===== src/rtl/ssd_display_arbiter_pkg.sv =====
// Shared definitions for the seven-segment display arbiter.
//   N_REQ      : number of requesters competing for the display
//   DIGITS     : digits per scanned frame
//   BLANK_ALL  : blank mask with every digit dark
//   arb_state_e: arbiter FSM encoding (2-bit)
//   rr_pick    : round-robin selection starting after the last owner
package ssd_display_arbiter_pkg;

  localparam int         N_REQ     = 3;
  localparam int         DIGITS    = 8;
  localparam logic [7:0] BLANK_ALL = 8'hFF;

  typedef enum logic [1:0] {
    ST_IDLE   = 2'd0,
    ST_OWN    = 2'd1,
    ST_SWITCH = 2'd2
  } arb_state_e;

  typedef struct packed {
    logic       found;
    logic [1:0] idx;
  } rr_pick_t;

  // Scan the requesters beginning at (last + 1) mod N_REQ and return the
  // first one that is valid. The last owner is visited last, so it is only
  // re-chosen when nobody else is asking.
  function automatic rr_pick_t rr_pick(input logic [N_REQ-1:0] valid,
                                       input logic [1:0]       last);
    rr_pick_t   r;
    logic [1:0] cand;
    r    = '0;
    cand = last;
    for (int i = 0; i < N_REQ; i++) begin
      cand = (cand == 2'(N_REQ - 1)) ? 2'd0 : cand + 2'd1;
      if (!r.found && valid[cand]) begin
        r.found = 1'b1;
        r.idx   = cand;
      end
    end
    return r;
  endfunction

endpackage


===== src/rtl/ssd_display_arbiter_if.sv =====
// Bundle of the request side and display side of the arbiter.
//   master : requester/driver view (drives requests, observes grant/display)
//   slave  : arbiter view (consumes requests, drives grant/display)
// Handshake: req_valid[k] is a level request with no ready; requester k owns
// the display while grant[k] is high. A requester drops the grant by lowering
// req_valid[k]; the arbiter only acts on that at the next frame boundary.
interface ssd_display_arbiter_if;
  import ssd_display_arbiter_pkg::*;

  logic [N_REQ-1:0]        req_valid;
  logic [32*N_REQ-1:0]     req_data;
  logic [DIGITS*N_REQ-1:0] req_blank;
  logic [N_REQ-1:0]        grant;
  logic [31:0]             disp_data;
  logic [DIGITS-1:0]       disp_blank;
  logic                    digit_tick;
  logic [2:0]              digit_idx;
  logic                    frame_done;
  arb_state_e              dbg_state;

  modport master (
    output req_valid, req_data, req_blank,
    input  grant, disp_data, disp_blank, digit_tick, digit_idx, frame_done,
           dbg_state
  );

  modport slave (
    input  req_valid, req_data, req_blank,
    output grant, disp_data, disp_blank, digit_tick, digit_idx, frame_done,
           dbg_state
  );
endinterface


===== src/rtl/ssd_display_arbiter_scan.sv =====
// Free-running scan timer: prescaler plus digit counter.
//   ssd_clk, ssd_rst_n : clock, async active-low reset
//   o_digit_tick       : one-cycle pulse per digit slot
//   o_digit_idx        : digit currently scanned, 0..7
//   o_frame_done       : pulse with the tick that wraps digit 7 -> 0
module ssd_scan_timer
  import ssd_display_arbiter_pkg::*;
#(
  parameter int REFRESH_DIV = 100000
) (
  input  logic       ssd_clk,
  input  logic       ssd_rst_n,
  output logic       o_digit_tick,
  output logic [2:0] o_digit_idx,
  output logic       o_frame_done
);

  localparam int                   PRESC_W    = $clog2(REFRESH_DIV);
  localparam logic [PRESC_W-1:0]   PRESC_LAST = PRESC_W'(REFRESH_DIV - 1);

  logic [PRESC_W-1:0] r_presc;
  logic [2:0]         r_digit_idx;
  logic               w_tick;

  // Tick is decoded from the count, so it is low while reset holds r_presc at 0.
  assign w_tick = (r_presc == PRESC_LAST);

  always_ff @(posedge ssd_clk or negedge ssd_rst_n) begin
    if (!ssd_rst_n) begin
      r_presc     <= '0;
      r_digit_idx <= '0;
    end else begin
      if (w_tick) begin
        r_presc     <= '0;
        r_digit_idx <= r_digit_idx + 3'd1;
      end else begin
        r_presc <= r_presc + PRESC_W'(1);
      end
    end
  end

  assign o_digit_tick = w_tick;
  assign o_digit_idx  = r_digit_idx;
  assign o_frame_done = w_tick && (r_digit_idx == 3'(DIGITS - 1));

endmodule


===== src/rtl/ssd_display_arbiter.sv =====
// Arbitrates three requesters for one 8-digit seven-segment display.
// The display word and blank mask are only reloaded at frame boundaries so
// the driver never shows a torn frame.
//   ssd_clk, ssd_rst_n : clock, async active-low reset
//   bus (slave)        : requests in; grant, display word/mask, scan timing
//                        and FSM state out
module ssd_display_arbiter
  import ssd_display_arbiter_pkg::*;
#(
  parameter int REFRESH_DIV = 100000,
  parameter int HOLD_FRAMES = 4
) (
  input  logic                  ssd_clk,
  input  logic                  ssd_rst_n,
  ssd_display_arbiter_if.slave  bus
);

  localparam int                HOLD_W   = $clog2(HOLD_FRAMES + 1);
  localparam logic [HOLD_W-1:0] HOLD_MAX = HOLD_W'(HOLD_FRAMES);

  arb_state_e        r_state, w_state_nxt;
  logic [1:0]        r_owner, w_owner_nxt;
  logic [1:0]        r_last_owner, w_last_owner_nxt;
  logic [HOLD_W-1:0] r_hold_cnt, w_hold_cnt_nxt;
  logic [31:0]       r_disp_data, w_disp_data_nxt;
  logic [7:0]        r_disp_blank, w_disp_blank_nxt;

  logic              w_frame_done;
  logic              w_digit_tick;
  logic [2:0]        w_digit_idx;
  logic [N_REQ-1:0]  w_owner_oh;
  logic              w_owner_valid;
  logic [N_REQ-1:0]  w_others;
  logic [HOLD_W-1:0] w_hold_inc;
  logic [31:0]       w_owner_data;
  logic [7:0]        w_owner_blank;
  rr_pick_t          w_pick;

  ssd_scan_timer #(.REFRESH_DIV(REFRESH_DIV)) u_scan (
    .ssd_clk      (ssd_clk),
    .ssd_rst_n    (ssd_rst_n),
    .o_digit_tick (w_digit_tick),
    .o_digit_idx  (w_digit_idx),
    .o_frame_done (w_frame_done)
  );

  assign w_owner_oh    = {{(N_REQ-1){1'b0}}, 1'b1} << r_owner;
  assign w_owner_valid = bus.req_valid[r_owner];
  assign w_others      = bus.req_valid & ~w_owner_oh;
  assign w_owner_data  = bus.req_data[{r_owner, 5'b0} +: 32];
  assign w_owner_blank = bus.req_blank[{r_owner, 3'b0} +: 8];
  assign w_pick        = rr_pick(bus.req_valid, r_last_owner);
  // Frames held so far including the one ending now, saturating.
  assign w_hold_inc    = (r_hold_cnt == HOLD_MAX) ? HOLD_MAX
                                                  : r_hold_cnt + HOLD_W'(1);

  always_ff @(posedge ssd_clk or negedge ssd_rst_n) begin
    if (!ssd_rst_n) begin
      r_state      <= ST_IDLE;
      r_owner      <= 2'd0;
      r_last_owner <= 2'd2;
      r_hold_cnt   <= '0;
      r_disp_data  <= '0;
      r_disp_blank <= BLANK_ALL;
    end else begin
      r_state      <= w_state_nxt;
      r_owner      <= w_owner_nxt;
      r_last_owner <= w_last_owner_nxt;
      r_hold_cnt   <= w_hold_cnt_nxt;
      r_disp_data  <= w_disp_data_nxt;
      r_disp_blank <= w_disp_blank_nxt;
    end
  end

  always_comb begin
    w_state_nxt      = r_state;
    w_owner_nxt      = r_owner;
    w_last_owner_nxt = r_last_owner;
    w_hold_cnt_nxt   = r_hold_cnt;
    w_disp_data_nxt  = r_disp_data;
    w_disp_blank_nxt = r_disp_blank;
    case (r_state)
      ST_IDLE: begin
        if (|bus.req_valid) w_state_nxt = ST_SWITCH;
      end
      ST_SWITCH: begin
        if (w_pick.found) begin
          w_state_nxt      = ST_OWN;
          w_owner_nxt      = w_pick.idx;
          w_last_owner_nxt = w_pick.idx;
          w_hold_cnt_nxt   = '0;
        end else begin
          // Nobody left: the display goes dark until the next owner's first frame.
          w_state_nxt      = ST_IDLE;
          w_disp_data_nxt  = '0;
          w_disp_blank_nxt = BLANK_ALL;
        end
      end
      ST_OWN: begin
        if (w_frame_done) begin
          w_disp_data_nxt  = w_owner_data;
          w_disp_blank_nxt = w_owner_blank;
          w_hold_cnt_nxt   = w_hold_inc;
          // An owner that withdrew is released regardless of hold time.
          if (!w_owner_valid || ((w_hold_inc >= HOLD_MAX) && (|w_others)))
            w_state_nxt = ST_SWITCH;
        end
      end
      default: w_state_nxt = ST_IDLE;
    endcase
  end

  assign bus.grant      = (r_state == ST_OWN) ? w_owner_oh : '0;
  assign bus.disp_data  = r_disp_data;
  assign bus.disp_blank = r_disp_blank;
  assign bus.digit_tick = w_digit_tick;
  assign bus.digit_idx  = w_digit_idx;
  assign bus.frame_done = w_frame_done;
  assign bus.dbg_state  = r_state;

endmodule


===== src/flat_wrapper.sv =====
// flat-port wrapper written by rule: the top's interface ports become plain ports
module ssd_display_arbiter_flat import ssd_display_arbiter_pkg::*;
#(
  parameter int REFRESH_DIV = 100000,
  parameter int HOLD_FRAMES = 4
)
  (ssd_clk, ssd_rst_n, bus_req_valid, bus_req_data, bus_req_blank, bus_grant, bus_disp_data, bus_disp_blank, bus_digit_tick, bus_digit_idx, bus_frame_done, bus_dbg_state);
  ssd_display_arbiter_if bus_i ();
  input  logic ssd_clk;
  input  logic ssd_rst_n;
  input wire logic [$bits(bus_i.req_valid)-1:0] bus_req_valid;
  input wire logic [$bits(bus_i.req_data)-1:0] bus_req_data;
  input wire logic [$bits(bus_i.req_blank)-1:0] bus_req_blank;
  output wire logic [$bits(bus_i.grant)-1:0] bus_grant;
  output wire logic [$bits(bus_i.disp_data)-1:0] bus_disp_data;
  output wire logic [$bits(bus_i.disp_blank)-1:0] bus_disp_blank;
  output wire logic [$bits(bus_i.digit_tick)-1:0] bus_digit_tick;
  output wire logic [$bits(bus_i.digit_idx)-1:0] bus_digit_idx;
  output wire logic [$bits(bus_i.frame_done)-1:0] bus_frame_done;
  output wire logic [$bits(bus_i.dbg_state)-1:0] bus_dbg_state;
  assign bus_i.req_valid = bus_req_valid;
  assign bus_i.req_data = bus_req_data;
  assign bus_i.req_blank = bus_req_blank;
  assign bus_grant = bus_i.grant;
  assign bus_disp_data = bus_i.disp_data;
  assign bus_disp_blank = bus_i.disp_blank;
  assign bus_digit_tick = bus_i.digit_tick;
  assign bus_digit_idx = bus_i.digit_idx;
  assign bus_frame_done = bus_i.frame_done;
  assign bus_dbg_state = bus_i.dbg_state;
  ssd_display_arbiter #(.REFRESH_DIV(REFRESH_DIV), .HOLD_FRAMES(HOLD_FRAMES)) u_core (.ssd_clk(ssd_clk), .ssd_rst_n(ssd_rst_n), .bus(bus_i));
endmodule

===== config.mk =====
export PLATFORM = sky130hd
export DESIGN_NAME = ssd_display_arbiter_flat
export DESIGN_NICKNAME = d
export VERILOG_FILES = /design/src/rtl/ssd_display_arbiter_pkg.sv /design/src/rtl/ssd_display_arbiter_if.sv /design/src/rtl/ssd_display_arbiter_scan.sv /design/src/rtl/ssd_display_arbiter.sv /design/src/flat_wrapper.sv
export SDC_FILE = /design/constraint.sdc
export NUM_CORES = 1
export LEC_CHECK = 0
export BUFFER_PORTS_ARGS = -buffer_cell sky130_fd_sc_hd__buf_2
export CORE_UTILIZATION = 45
export CTS_BUF_LIST = sky130_fd_sc_hd__clkbuf_8
export CTS_CLUSTER_DIAMETER = 120
export DETAILED_ROUTE_END_ITERATION = 8
export HOLD_SLACK_MARGIN = 0.02
export PLACE_DENSITY = 0.78
export SLEW_MARGIN = 30
export SYNTH_ARGS = -nofsm -noshare
export SYNTH_HDL_FRONTEND = slang
export SYNTH_SLANG_ARGS = --single-unit

===== constraint.sdc =====
create_clock -name ssd_clk -period 2.14 [get_ports ssd_clk]
set_clock_uncertainty 0.05 [all_clocks]
set_input_delay 0.214 -clock ssd_clk [delete_from_list [all_inputs] [get_ports ssd_clk]]
set_output_delay 0.214 -clock ssd_clk [all_outputs]
set_load 0.01 [all_outputs]

==> qor.csv <==
stage,metric,value,unit
cells_and_area,synth_to_final_area_change,33.5,%
hold_path,hold_path_class,input port to register,
cells_and_area,layout_commonest_cell,sky130_fd_sc_hd__buf_2,
cells_and_area,nNetsFinal,826,
logic_synthesis,cells_after_synth,513,
floorplan,top_level_ports,175,
worst_setup_path,cp-start-kind,register,
logic_synthesis,yosysWarningCount,0,
power,power.total,4.86,mW
worst_setup_path,timing.reg2reg.worst_path_depth,8,
global_route,global_route_wire_length_before_repair,21400,um
floorplan,row_count,35,
cells_and_area,antenna_cells_inserted,0,
logic_synthesis,total_of_flip_flops_plus_latches_after_synthesis,68,
power,netSwitchingPower,2.14,mW
sta,maxSlewViolCount,0,
worst_setup_path,crit_chain,or4bb_4 -> nor4_4 -> nand2_2 -> clkinv_4 -> buf_6,
logic_synthesis,syn_area,0.00439,mm2
route,antenna_violating_nets_post_route,0,
job,cap_viol_max_count,0,
cts,cts.root.buffer_cell,sky130_fd_sc_hd__clkbuf_8,
worst_setup_path,endpoint_kind,output port,
worst_setup_path,worst-path-buf-inv,2,
sta,grt_setup_unrepaired,yes,
worst_setup_path,crit_end,bus_frame_done,
placed_design,routabilityCongestion,0.851,
cells_and_area,final_layout_size_suffix_gt1_share,36.3,%
power,seq_power_share,28.8,%
route,drc,0,
global_route,grt_overflow,0,
power,largest_vdd_supply_drop,0.742,mV
global_route,largest_net_degree_at_the_start_of_global_routing,69,
power,static_leak,2.87,nW
sta,worst_hold_slack,109,ps
worst_setup_path,crit-reg2reg-launch,u_core.u_scan.r_presc[12]$_DFF_PN0_,
logic_synthesis,synth_async_sr_flop_share,100,%
logic_synthesis,synthesis.area_per_instance,8.56,um2
worst_setup_path,rr_endpoint,u_core.bus.disp_blank[3]$_DFFE_PN1P_,
sta,setup_viol,46,
placed_design,buffer_ports.inserted,174,
sta,fin_crit_sh,106,%
worst_setup_path,critPathRequiredTime,1880,ps
worst_setup_path,crit_arrival,2000,ps
global_route,first_global_vias,4503,
worst_setup_path,crit_type,register to output port,
power,power.share.switching,44.0,%
floorplan,floorplan.die_area,0.0102,mm2
route,average_wire_per_standard_cell,16.4,um
cts,cts_max_path_buffers,2,
logic_synthesis,syn-num-nets,647,
power,combinationalPowerShare,49.4,%
sta,max_freq,0.442,GHz
route,initialDrtViolationCount,231,
floorplan,core,0.00933,mm2
worst_setup_path,crit_fanout,3,
worst_setup_path,critPathTopFamily,simple AND/OR/NAND/NOR gates,
placed_design,dpl.hpwl,8960,um
worst_setup_path,worst_path_largest_cell_delay,550,ps
outcome,failed_checks,setup timing,
outcome,run_status,finished with violations,
cts,clk_pin_slew_worst_paths,80,ps
sta,slew_headroom,42.5,%
route,routed_wl,13500,um
floorplan,floorplan.die.width,101,um
route,vias,4579,
power,clkPwrFrac,21.8,%
worst_setup_path,cp_slowest_cell,sky130_fd_sc_hd__or4bb_4,
logic_synthesis,synth_enable_flop_cells,0,
worst_setup_path,worst-path-stages,5,
logic_synthesis,synth_seq_area_share,39.0,%
logic_synthesis,yosys_most_used_dff,sky130_fd_sc_hd__dfrtp_1,
cts,worst_skew_pair.late_latency,350,ps
sta,period_minus_slack,2260,ps
global_route,grt_usage,27.0,%
power,cellPowerDensity,828,mW/mm2
sta,timing_worst_slew_pin_value,863,ps
floorplan,chipHeight,101,um
cts,tritoncts,yes,
sta,finalHoldViolations,0,
cts,h_tree_lvl_count,3,
sta,setup_slack,-125,ps
cells_and_area,mostFrequentLayoutCells,"sky130_fd_sc_hd__buf_2 (171), sky130_fd_sc_hd__nand2_1 (88), sky130_fd_sc_hd__dfrtp_1 (57), sky130_fd_sc_hd__o21ai_0 (44), sky130_fd_sc_hd__mux2i_1 (43)",
global_route,grt_antenna_before_repair,0,
logic_synthesis,synth_cell_types,45,
worst_setup_path,crit_path_start,u_core.u_scan.r_presc[12]$_DFF_PN0_,
worst_setup_path,setup.reg_to_reg.worst_slack,-90,ps
cts,number_of_buffers_created_by_cts,9,
cts,numClockSinks,68,
route,post_drt_via_cell_ratio,5.54,
power,cell_internal_pwr,2.72,mW
floorplan,floorplan.initialDensity,47.1,%
route,drt_pass1_iterations,4,
[metrics by stage]
stage          TNS (ps)  instances  instance area, um2  setup WS, ps  util (%)
4_1_cts           -1100        822                5740         -73.2      61.6
3_3_place_gp          0        798                5440          59.6      58.3
3_5_place_dp      -21.0        798                5440         -13.8      58.3
5_1_grt           -7030        826                5860          -202      62.9
2_1_floorplan         0        513                4390          83.0         -
6_report          -2770        826                5860          -125      62.9
[worst reg2reg max path: cells and delay by family (launching register included)]
family	cells	cell delay [ps]
DFF	1	410
and+or+nand+nor	3	1070
buffers and inverters	3	380
AOI/OAI and AO/OA	2	260
[layer usage]
layer / wire, um / track usage, % / vias to the layer above
met2: 6910 / 46.7 / 152
met1: 5680 / 34.2 / 2204
met4: 432 / 11.6 / 0
li1: - / - / 2189
met5: 0 / 0 / -
met3: 494 / 2.91 / 34
[cells by family (layout without fill, tap and decap cells)]
logic type	count (synthesis)	count (layout)	share of synthesized area, %
AO/OA/AOI/OAI	174	174	23.7
AND/OR/NAND/NOR	151	151	15.8
flip-flops	68	68	39.0
buffers and inverters	51	235	5.61
multiplexers	45	45	10.3
XOR/XNOR	15	15	2.99
adder cells (fa/ha/maj)	9	9	2.56
[worst min path at each step]
stage                                      endpoint  slack (ps)  cells after the start        startpoint
2_1_floorplan   u_core.bus.dbg_state[0]$_DFFE_PN0P_        -130                      0         ssd_rst_n
3_3_place_gp   u_core.bus.disp_data[20]$_DFFE_PN0P_         320                      1         ssd_rst_n
3_5_place_dp   u_core.bus.disp_data[16]$_DFFE_PN0P_         330                      1         ssd_rst_n
4_1_cts          u_core.r_last_owner[1]$_DFFE_PN1N_         100                      3  bus_req_valid[2]
5_1_grt          u_core.r_last_owner[1]$_DFFE_PN1N_         120                      3  bus_req_valid[2]
6_report         u_core.r_last_owner[1]$_DFFE_PN1N_         110                      3  bus_req_valid[2]
[final cells by class]
cell class                 instances  area (um2)
inverter                           7        31.3
timing repair buffer             212        1290
clock buffer                       9         124
sequential                        68        1720
multi-input combinational        394        2480
tap                              129         161
fill                             782        3460
clock inverter                     7        67.6
[sequential cells by signal, indices dropped and copies added (netlist names)]
register and cells:
u_core.bus.disp_data 32, u_core.u_scan.r_presc 17, u_core.r_owner 1, u_core.r_hold_cnt 3, u_core.r_last_owner 2, u_core.u_scan.o_digit_idx 3
u_core.bus.disp_blank 8, u_core.bus.dbg_state 2
[cell usage after synthesis (3+ instances only)]
library cell	count	share of area (%)
sky130_fd_sc_hd__a21boi_0	16	2.7
sky130_fd_sc_hd__a21boi_1	16	2.7
sky130_fd_sc_hd__a21oi_1	4	0.46
sky130_fd_sc_hd__a31oi_1	41	5.8
sky130_fd_sc_hd__and3_1	5	0.71
sky130_fd_sc_hd__buf_2	7	0.80
sky130_fd_sc_hd__buf_4	4	0.68
sky130_fd_sc_hd__buf_6	4	1.0
sky130_fd_sc_hd__clkbuf_1	28	2.4
sky130_fd_sc_hd__dfrtp_1	59	34
sky130_fd_sc_hd__dfstp_2	9	5.4
sky130_fd_sc_hd__ha_1	9	2.6
sky130_fd_sc_hd__inv_1	6	0.51
sky130_fd_sc_hd__mux2i_1	43	9.8
sky130_fd_sc_hd__nand2_1	89	7.6
sky130_fd_sc_hd__nand2b_1	3	0.43
sky130_fd_sc_hd__nand3_1	8	0.91
sky130_fd_sc_hd__nand4_1	4	0.57
sky130_fd_sc_hd__nor2_1	24	2.1
sky130_fd_sc_hd__nor2b_1	3	0.43
sky130_fd_sc_hd__nor3_1	3	0.34
sky130_fd_sc_hd__o21ai_0	46	5.2
sky130_fd_sc_hd__o21ai_1	40	4.6
sky130_fd_sc_hd__xnor2_1	6	1.2
sky130_fd_sc_hd__xor2_1	9	1.8
[power groups by stage]
| stage | clock (mW) | combinational, mW | sequential, mW |
|---|---|---|---|
| 2_1_floorplan | 0 | 1.58 | 1.41 |
| 3_3_place_gp | 0 | 2.28 | 1.42 |
| 3_5_place_dp | 0 | 2.37 | 1.42 |
| 4_1_cts | 1.06 | 2.38 | 1.40 |
| 5_1_grt | 1.13 | 2.63 | 1.40 |
| 6_report | 1.06 | 2.40 | 1.40 |
[repair_timing]
action	4_1_cts	5_1_grt
hold buffers	1	0
gates cloned	1	3
pin swaps	7	6
hold endpoints to repair	59	0
resized for setup	14	12
endpoints found under the setup margin	9	49
buffers inserted	7	1
(Power assumes the default switching activity.)
